`src/rtl/uart_pkg.sv`:
```
// Shared definitions for the UART receive path: FSM encoding, parity selectors and the
// three-sample vote used by the oversampler.
package uart_pkg;

    typedef enum logic [2:0] {
        StIdle,
        StStart,
        StData,
        StParity,
        StStop
    } rx_state_e;

    localparam logic PAR_EVEN = 1'b0;
    localparam logic PAR_ODD  = 1'b1;

    function automatic logic majority3(input logic [2:0] v);
        return (v[0] & v[1]) | (v[0] & v[2]) | (v[1] & v[2]);
    endfunction

endpackage

```
`src/rtl/uart_rx_sampler.sv`:
```
// Per-bit edge counter and mid-bit 3-sample majority vote. The voted value is registered
// two edges past the bit centre, so it is stable well before bit_end.
module uart_rx_sampler
    import uart_pkg::*;
#(
    parameter int unsigned PRESC_W = 6
) (
    input  logic               CLK,
    input  logic               Reset,
    input  logic               run,
    input  logic               rx,
    input  logic [PRESC_W-1:0] prescale,
    output logic               sample,
    output logic               bit_end
);

    logic [PRESC_W-1:0] edge_cnt_q;
    logic [PRESC_W-1:0] half;
    logic [2:0]         votes_q;

    assign half    = prescale >> 1;
    assign bit_end = run && (edge_cnt_q == prescale - PRESC_W'(1));

    always_ff @(posedge CLK or negedge Reset) begin
        if (!Reset) begin
            edge_cnt_q <= '0;
            votes_q    <= '0;
            sample     <= 1'b1;
        end else if (run) begin
            edge_cnt_q <= bit_end ? '0 : edge_cnt_q + PRESC_W'(1);
            if (edge_cnt_q == half - PRESC_W'(1)) votes_q[0] <= rx;
            if (edge_cnt_q == half)               votes_q[1] <= rx;
            if (edge_cnt_q == half + PRESC_W'(1)) votes_q[2] <= rx;
            if (edge_cnt_q == half + PRESC_W'(2)) sample     <= majority3(votes_q);
        end
    end

endmodule

```
`src/rtl/uart_rx.sv`:
```
// UART receive core: start detection, LSB-first data shift, optional parity and stop check.
// Frame settings are captured on the start edge so a frame is decoded with one timing.
module uart_rx
    import uart_pkg::*;
#(
    parameter int unsigned width   = 8,
    parameter int unsigned PRESC_W = 6
) (
    input  logic               CLK,
    input  logic               Reset,
    input  logic               RX_IN,
    input  logic [PRESC_W-1:0] Prescale,
    input  logic               PAR_EN,
    input  logic               PAR_TYP,
    output logic [width-1:0]   P_Data,
    output logic               Data_valid,
    output logic               Par_err,
    output logic               Stp_err
);

    localparam int unsigned CntW = $clog2(width) + 1;

    rx_state_e          state_q;
    logic [PRESC_W-1:0] presc_q;
    logic [PRESC_W-1:0] presc;
    logic               par_en_q;
    logic               par_typ_q;
    logic               par_bad_q;
    logic [CntW-1:0]    bit_cnt_q;
    logic [width-1:0]   shift_q;
    logic               run;
    logic               sample;
    logic               bit_end;
    logic               exp_par;

    // The start cycle itself is edge 0, so the counter runs while IDLE sees the line low.
    assign run     = (state_q != StIdle) || !RX_IN;
    assign presc   = (state_q == StIdle) ? Prescale : presc_q;
    assign exp_par = (^shift_q) ^ (par_typ_q == PAR_ODD);

    uart_rx_sampler #(
        .PRESC_W (PRESC_W)
    ) u_sampler (
        .CLK      (CLK),
        .Reset    (Reset),
        .run      (run),
        .rx       (RX_IN),
        .prescale (presc),
        .sample   (sample),
        .bit_end  (bit_end)
    );

    always_ff @(posedge CLK or negedge Reset) begin
        if (!Reset) begin
            state_q    <= StIdle;
            presc_q    <= '0;
            par_en_q   <= 1'b0;
            par_typ_q  <= 1'b0;
            par_bad_q  <= 1'b0;
            bit_cnt_q  <= '0;
            shift_q    <= '0;
            P_Data     <= '0;
            Data_valid <= 1'b0;
            Par_err    <= 1'b0;
            Stp_err    <= 1'b0;
        end else begin
            Data_valid <= 1'b0;
            Par_err    <= 1'b0;
            Stp_err    <= 1'b0;
            case (state_q)
                StIdle: begin
                    if (!RX_IN) begin
                        state_q   <= StStart;
                        presc_q   <= Prescale;
                        par_en_q  <= PAR_EN;
                        par_typ_q <= PAR_TYP;
                        par_bad_q <= 1'b0;
                    end
                end
                StStart: begin
                    if (bit_end) begin
                        if (sample) begin
                            state_q <= StIdle;
                        end else begin
                            state_q   <= StData;
                            bit_cnt_q <= '0;
                        end
                    end
                end
                StData: begin
                    if (bit_end) begin
                        shift_q <= {sample, shift_q[width-1:1]};
                        if (bit_cnt_q == CntW'(width - 1)) begin
                            state_q <= par_en_q ? StParity : StStop;
                        end else begin
                            bit_cnt_q <= bit_cnt_q + CntW'(1);
                        end
                    end
                end
                StParity: begin
                    if (bit_end) begin
                        state_q <= StStop;
                        if (sample != exp_par) begin
                            Par_err   <= 1'b1;
                            par_bad_q <= 1'b1;
                        end
                    end
                end
                StStop: begin
                    if (bit_end) begin
                        state_q <= StIdle;
                        if (!sample) begin
                            Stp_err <= 1'b1;
                        end else if (!par_bad_q) begin
                            Data_valid <= 1'b1;
                            P_Data     <= shift_q;
                        end
                    end
                end
                default: state_q <= StIdle;
            endcase
        end
    end

endmodule

```
`config.mk`:
```
export PLATFORM = sky130hd
export DESIGN_NAME = uart_rx
export DESIGN_NICKNAME = d
export VERILOG_FILES = /design/src/rtl/uart_pkg.sv /design/src/rtl/uart_rx_sampler.sv /design/src/rtl/uart_rx.sv
export SDC_FILE = /design/constraint.sdc
export NUM_CORES = 1
export LEC_CHECK = 0
export CAP_MARGIN = 20
export CORE_AREA = 3 3 74 93
export CTS_CLUSTER_SIZE = 25
export DETAILED_ROUTE_END_ITERATION = 12
export DIE_AREA = 0 0 77 96
export HOLD_SLACK_MARGIN = 0.02
export PLACE_DENSITY = 0.68
export SYNTH_ARGS = -nofsm -noshare
export SYNTH_HDL_FRONTEND = slang
export SYNTH_SLANG_ARGS = --single-unit
export TNS_END_PERCENT = 50
```
`constraint.sdc`:
```
create_clock -name CLK -period 7 [get_ports CLK]
set_input_delay 1.4 -clock CLK [delete_from_list [all_inputs] [get_ports CLK]]
set_output_delay 1.4 -clock CLK [all_outputs]
set_load 0.1 [all_outputs]
```
==> results.yml, run 1 <==
setup_path:
  crit_path_arrival_time_ns: 4.94
  reg2regPathDepth: 11
  worstPathMaxFanout: 11
  worstSetupEndpointType: "register"
  timing.rr.end: "P_Data[0]"
  worst_ep_required_time_ns: 7.18
  r2r_start: "state_q[2]"
  worst_path_class_setup: "in -> reg"
  startpoint_type: "input pin"
  reg2reg_setup_slack_ns: 2.78
  crit_path_start: "Prescale[3]"
clocking:
  max-clock-path-buffers: 2
  cts.root.buffer_cell: "sky130_fd_sc_hd__clkbuf_8"
  tritoncts_buffer_count: 5
  post_cts_resize_count: 0
  postCtsSetupRepairBufs: 0
  holdBufCountCts: 0
  clock_sinks: 45
  clk_transition_reported_paths_ns: 0.08
  htree_num_levels: 2
  clock_latency_ns: 0.30
  tritoncts: "done"
global_routing:
  grt_first_pass_wirelength_mm: 11.5
  number_of_global_route_vias_before_repair: 2351
  gr-total-overflow: 0
  grt_antenna_before_repair: 0
  global_routing_usage_summed_across_all_routing_layers: 0.196
  pin_count_of_the_biggest_net_entering_global_routing: 46
power_and_ir_drop:
  irDropWorstVdd_mv: 0.183
  power.leakage_nw: 1.43
  overall_power_consumption_mw: 1.42
  power_density_mw_per_mm2: 416
yosys:
  synth-async-reset-ratio: 1.00
  synth_cells: 308
  synth_top_area_frac: 0.365
  synth_edf_count: 0
  yosysTopAreaCell: "sky130_fd_sc_hd__dfrtp_1"
  synth_top_flop_cell: "sky130_fd_sc_hd__dfrtp_1"
  synth-seq-area-share: 0.374
  synth.yosys.warnings: 0
  synth.most_common_cell: "sky130_fd_sc_hd__dfrtp_1"
  area_contributors_post_synth: "sky130_fd_sc_hd__dfrtp_1 36%, sky130_fd_sc_hd__mux2_2 12%, sky130_fd_sc_hd__xnor2_1 5.5%, sky130_fd_sc_hd__xor2_1 4.1%, sky130_fd_sc_hd__nor2_1 3.2%"
  yosys-top-cells-count: "44 x sky130_fd_sc_hd__dfrtp_1, 32 x sky130_fd_sc_hd__mux2_2, 26 x sky130_fd_sc_hd__nor2_1, 19 x sky130_fd_sc_hd__xnor2_1, 16 x sky130_fd_sc_hd__nand2_1"
  syn_area_mm2: 0.00302
  average_size_of_a_mapped_cell_um2: 9.79
  syn-num-nets: 326
  synth_seq_cells: 45
  yosysUniqueCellTypes: 59
final_layout:
  flow.area_growth_from_synthesis_pct: 13.1
  antenna-diode-count: 0
  layout.nets: 336
  seq_area_mm2: 0.00113
  multi_input_comb_area_mm2: 0.00176
  finalCoreUtilization: 0.557
  num-fill-cells: 558
  drive_gt1_frac: 0.176
timing:
  worstMarginPinSlew_ns: 0.974
  max_freq_ghz: 0.210
  max_slew_headroom: 0.349
  setup_viol: 0
  setup_total_negative_slack_ns: 0
  post-route-period-util: 0.680
  post-route-min-period_ns: 4.76
  skew_ns: 0.00646
  hold_slack_ns: 0.504
  timing_hold_violations_final: 0
  rsz0062_at_grt: "false"
  final-max-slew-violation-count: 0
floorplan:
  fp_rows: 32
  fp.dieArea_mm2: 0.00739
  die_height_um: 96
  ioPinCount: 22
  design.core.area_mm2: 0.00613
  chipWidth_um: 77
  floorplan.initialDensity: 0.492
min_path:
  worst_hold_path_type: "reg -> reg"
  min_delay_worst_endpoint: "par_bad_q"
  whs_path_cells: 1
  min_delay_startpoint: "par_bad_q"
outcome:
  outcome: "complete, no violations"
placement:
  place.port_buffers: 21
  hpwl_mm: 4.78
  globalplace.congestion: 0.965
routing:
  drt_iter0_markers: 259
  drtPass1Iterations: 4
  wirelength_mm: 6.61
  route.vias.total: 2337
  route.antenna.remaining_nets: 0
  drc_errors: 0
  dr_wl_cell_um: 16.4
  via_per_inst: 5.78
run:
  maxCapViolations: 0
==> cell usage in the layout (no fill, tap or decap), types with 5 or more instances in the layout <==
cell,synthesis,final
sky130_fd_sc_hd__nand2_1,16,16
sky130_fd_sc_hd__nand3_1,5,5
sky130_fd_sc_hd__clkdlybuf4s50_1,0,20
sky130_fd_sc_hd__nand2b_1,8,8
sky130_fd_sc_hd__clkbuf_8,0,5
sky130_fd_sc_hd__inv_1,10,10
sky130_fd_sc_hd__ha_1,7,7
sky130_fd_sc_hd__nor2_1,26,26
sky130_fd_sc_hd__mux2_2,32,32
sky130_fd_sc_hd__mux2i_1,6,6
sky130_fd_sc_hd__xor2_1,14,14
sky130_fd_sc_hd__o21ai_0,10,10
sky130_fd_sc_hd__xnor2_1,19,19
sky130_fd_sc_hd__nor3_1,12,12
sky130_fd_sc_hd__dfrtp_1,44,44
sky130_fd_sc_hd__o211ai_1,6,6
==> cells by family after synthesis <==
family,Yosys count,synth area share
AOI/OAI and AO/OA,49,0.116
xor gates and xnor gates,33,0.0958
adders and majority gates,8,0.0324
buffers and inverters,31,0.0423
DFF,45,0.374
muxes,38,0.139
and+or+nand+nor,104,0.200
==> flip-flops by register name, indices dropped and copies added (netlist names), 3 cells and up <==
name                  cells
P_Data                    8
bit_cnt_q                 4
presc_q                   6
shift_q                   8
state_q                   3
u_sampler.edge_cnt_q      6
u_sampler.votes_q         3
==> critical path, stage by stage <==
cell                              delay, ns
sky130_fd_sc_hd__clkdlybuf4s50_1       0.58
sky130_fd_sc_hd__nor4b_1               0.58
sky130_fd_sc_hd__or2_2                 0.26
sky130_fd_sc_hd__inv_1                 0.05
sky130_fd_sc_hd__ha_1                  0.19
sky130_fd_sc_hd__inv_1                 0.08
sky130_fd_sc_hd__a211o_1               0.10
sky130_fd_sc_hd__nand4b_1              0.54
sky130_fd_sc_hd__nor4_4                0.76
sky130_fd_sc_hd__mux2_2                0.40
==> power by group <==
group          internal (mW)  switching, mW  total, mW
logic                  0.329          0.401      0.731
clock network          0.144         0.0900      0.234
registers              0.325          0.131      0.455
total                  0.797          0.622       1.42
==> worst max-delay path by stage <==
stage	end	slack [ns]
2_1_floorplan	shift_q[0]	2.96
3_3_place_gp	P_Data[3]	1.96
3_5_place_dp	P_Data[5]	1.93
4_1_cts	P_Data[5]	2.25
5_1_grt	P_Data[0]	1.92
6_report	P_Data[0]	2.24
==> per-stage QoR <==
stage | cell area (µm²) | setup slack, ns | cells
after global routing | 3410 | 1.92 | 404
after detailed placement | 3250 | 1.93 | 395
after floorplan | 3020 | 2.96 | 308
final | 3410 | 2.24 | 404
after CTS | 3390 | 2.25 | 403
after global placement | 3250 | 1.96 | 395
==> per-layer routing <==
layer / wire length, µm / global-route usage / up-vias
met4: 177 / 0.0861 / 0
met1: 2870 / 0.233 / 1157
li1: - / - / 1121
met2: 3370 / 0.351 / 43
met5: 0 / 0 / -
met3: 193 / 0.0346 / 16
==> final cells by class <==
cell class / count / area share
Clock buffer: 5 / 0.0202
Clock inverter: 3 / 0.0202
Inverter: 10 / 0.0110
Multi-Input combinational cell: 232 / 0.517
Sequential cell: 45 / 0.331
Tap cell: 85 / 0.0312
Timing Repair Buffer: 24 / 0.0704
Power figures use the tool's default switching activity.
==> inputs of run 2 (changes only) <==
==> constraint.sdc (replaced) <==
create_clock -name CLK -period 4.45 [get_ports CLK]
set_input_delay 0.89 -clock CLK [delete_from_list [all_inputs] [get_ports CLK]]
set_output_delay 0.89 -clock CLK [all_outputs]
set_load 0.1 [all_outputs]
==> run 2 against run 1 <==
Net effect:
- sequential power increased by 55%
- setup slack worse by 1.7 ns
- clock skew shrank 0.0028 ns
- clock power is 38% higher
- routed wire length up 3.4%
- hold slack worse by 0.11 ns
- die area did not move
- via count increased by 1.5%
- first-iteration DRC count decreased by 63%
- flip-flop and latch count did not move
==> results.yml, run 2 (same netlist as run 1, synthesis figures left out) <==
clocking:
  clock_sinks: 45
  cts.root.buffer_cell: "sky130_fd_sc_hd__clkbuf_8"
  clock_latency_ns: 0.30
  post_cts_resize_count: 0
  tritoncts_buffer_count: 5
  holdBufCountCts: 0
  tritoncts: "done"
  clk_transition_reported_paths_ns: 0.08
  postCtsSetupRepairBufs: 0
  htree_num_levels: 2
  max-clock-path-buffers: 2
timing:
  setup_viol: 0
  setup_total_negative_slack_ns: 0
  final-max-slew-violation-count: 0
  rsz0062_at_grt: "false"
  post-route-period-util: 0.885
  max_freq_ghz: 0.254
  worstMarginPinSlew_ns: 0.973
  max_slew_headroom: 0.349
  timing_hold_violations_final: 0
  skew_ns: 0.00370
  post-route-min-period_ns: 3.94
setup_path:
  crit_path_arrival_time_ns: 4.12
  worst_ep_required_time_ns: 4.64
  startpoint_type: "register"
  r2r_start: "state_q[1]"
  crit_path_start: "state_q[1]"
  worstSetupEndpointType: "register"
  worstPathMaxFanout: 12
  reg2reg_setup_slack_ns: 0.51
  worst_path_class_setup: "reg -> reg"
global_routing:
  gr_busiest_metal: "met2"
  use_met3: 0.0328
  number_of_global_route_vias_before_repair: 2372
  gr-total-overflow: 0
  grt_antenna_before_repair: 0
  grtUsageMet2: 0.345
  pin_count_of_the_biggest_net_entering_global_routing: 46
  grt_use_met1: 0.242
  global_routing_usage_summed_across_all_routing_layers: 0.198
  grt_first_pass_wirelength_mm: 11.6
run:
  maxCapViolations: 0
final_layout:
  drive_gt1_frac: 0.196
  flow.area_growth_from_synthesis_pct: 14.5
  antenna-diode-count: 0
  layout.nets: 344
  mostFrequentLayoutCells: "44 x sky130_fd_sc_hd__dfrtp_1, 32 x sky130_fd_sc_hd__mux2_2, 26 x sky130_fd_sc_hd__nor2_1"
  fin_cells: 412
  mostFrequentLayoutCell: "sky130_fd_sc_hd__dfrtp_1"
  largestRegisters: "P_Data: 8 flops, shift_q: 8 flops"
floorplan:
  floorplan.initialDensity: 0.492
  fp_rows: 32
  design.core.area_mm2: 0.00613
  die_height_um: 96
  ioPinCount: 22
  fp.dieArea_mm2: 0.00739
  chipWidth_um: 77
placement:
  globalplace.congestion: 0.900
  place.port_buffers: 21
  place_inst: 403
  hpwl_mm: 4.93
outcome:
  outcome: "complete, no violations"
power_and_ir_drop:
  power.leakage_nw: 1.45
  power_density_mw_per_mm2: 648
  overall_power_consumption_mw: 2.24
  irDropWorstVdd_mv: 0.253
routing:
  drt_iter0_markers: 96
  wirelength_mm: 6.84
  via_per_inst: 5.76
  route.vias.total: 2372
  dr_wl_cell_um: 16.6
  route.antenna.remaining_nets: 0
  drtPass1Iterations: 4
  drc_errors: 0
min_path:
  worst_hold_path_type: "in -> async"
-- run 2: cell type report --
| type | count | area, µm² |
|---|---|---|
| flip-flops and latches | 45 | 1130 |
| inverters | 10 | 37.5 |
| well taps | 85 | 106 |
| multi-input cells | 232 | 1760 |
| clock buffers | 6 | 82.6 |
| clock inverters | 2 | 37.5 |
| fillers | 554 | 2670 |
| repair buffers | 32 | 300 |
-- run 2: metrics by stage --
step	worst slack [ns]	hold slack, ns	utilization	area, µm²
floorplan	0.668	0.457	-	3020
global placement	0.343	0.471	0.541	3310
detailed placement	0.317	0.479	0.541	3310
CTS	0.555	0.498	0.560	3430
global route	0.320	0.390	0.564	3450
finish	0.513	0.397	0.564	3450
-- run 2: layer usage --
metal	wire [µm]	vias up
li1	-	1136
met1	2950	1170
met2	3470	52
met3	207	14
met4	214	0
met5	0	-
-- run 2: path summary, 6_finish.rpt --
kind                                                end  depth (start not counted)
worst min-delay path            u_sampler.edge_cnt_q[5]                          1
worst max-delay path                          P_Data[1]                         12
worst min register to register                par_bad_q                          1
max in group asynchronous              u_sampler.sample                          2
min in group CLK                              par_bad_q                          1
worst max register to register                P_Data[1]                         12
-- run 2: report_power, final --
group	internal [mW]	switching, mW	total, mW	leakage [nW]
logic	0.549	0.658	1.21	0.813
clock network	0.183	0.141	0.323	0.0574
registers	0.511	0.197	0.707	0.583
total	1.24	0.995	2.24	1.45
-- run 2: worst max-delay path, cell delays in order, from the launching register on --
cell and delay (ns):
sky130_fd_sc_hd__dfrtp_1 0.53, sky130_fd_sc_hd__nor3_2 0.53, sky130_fd_sc_hd__mux2_2 0.44, sky130_fd_sc_hd__inv_1 0.07, sky130_fd_sc_hd__ha_1 0.23, sky130_fd_sc_hd__inv_1 0.09
sky130_fd_sc_hd__or4b_1 0.52, sky130_fd_sc_hd__a311oi_1 0.28, sky130_fd_sc_hd__o2111ai_1 0.14, sky130_fd_sc_hd__buf_4 0.22, sky130_fd_sc_hd__nor4_4 0.24, sky130_fd_sc_hd__buf_4 0.21
sky130_fd_sc_hd__mux2_2 0.34
==> inputs of run 3 (changes only) <==
--- a/config.mk
+++ b/config.mk
@@ -10,7 +10,7 @@
 export CTS_CLUSTER_SIZE = 25
 export DETAILED_ROUTE_END_ITERATION = 12
 export DIE_AREA = 0 0 77 96
-export HOLD_SLACK_MARGIN = 0.02
+export HOLD_SLACK_MARGIN = 0.06
 export PLACE_DENSITY = 0.68
 export SYNTH_ARGS = -nofsm -noshare
 export SYNTH_HDL_FRONTEND = slang
==> results of run 3 <==
Final layout, timing and power as in run 2 (identical DEF).
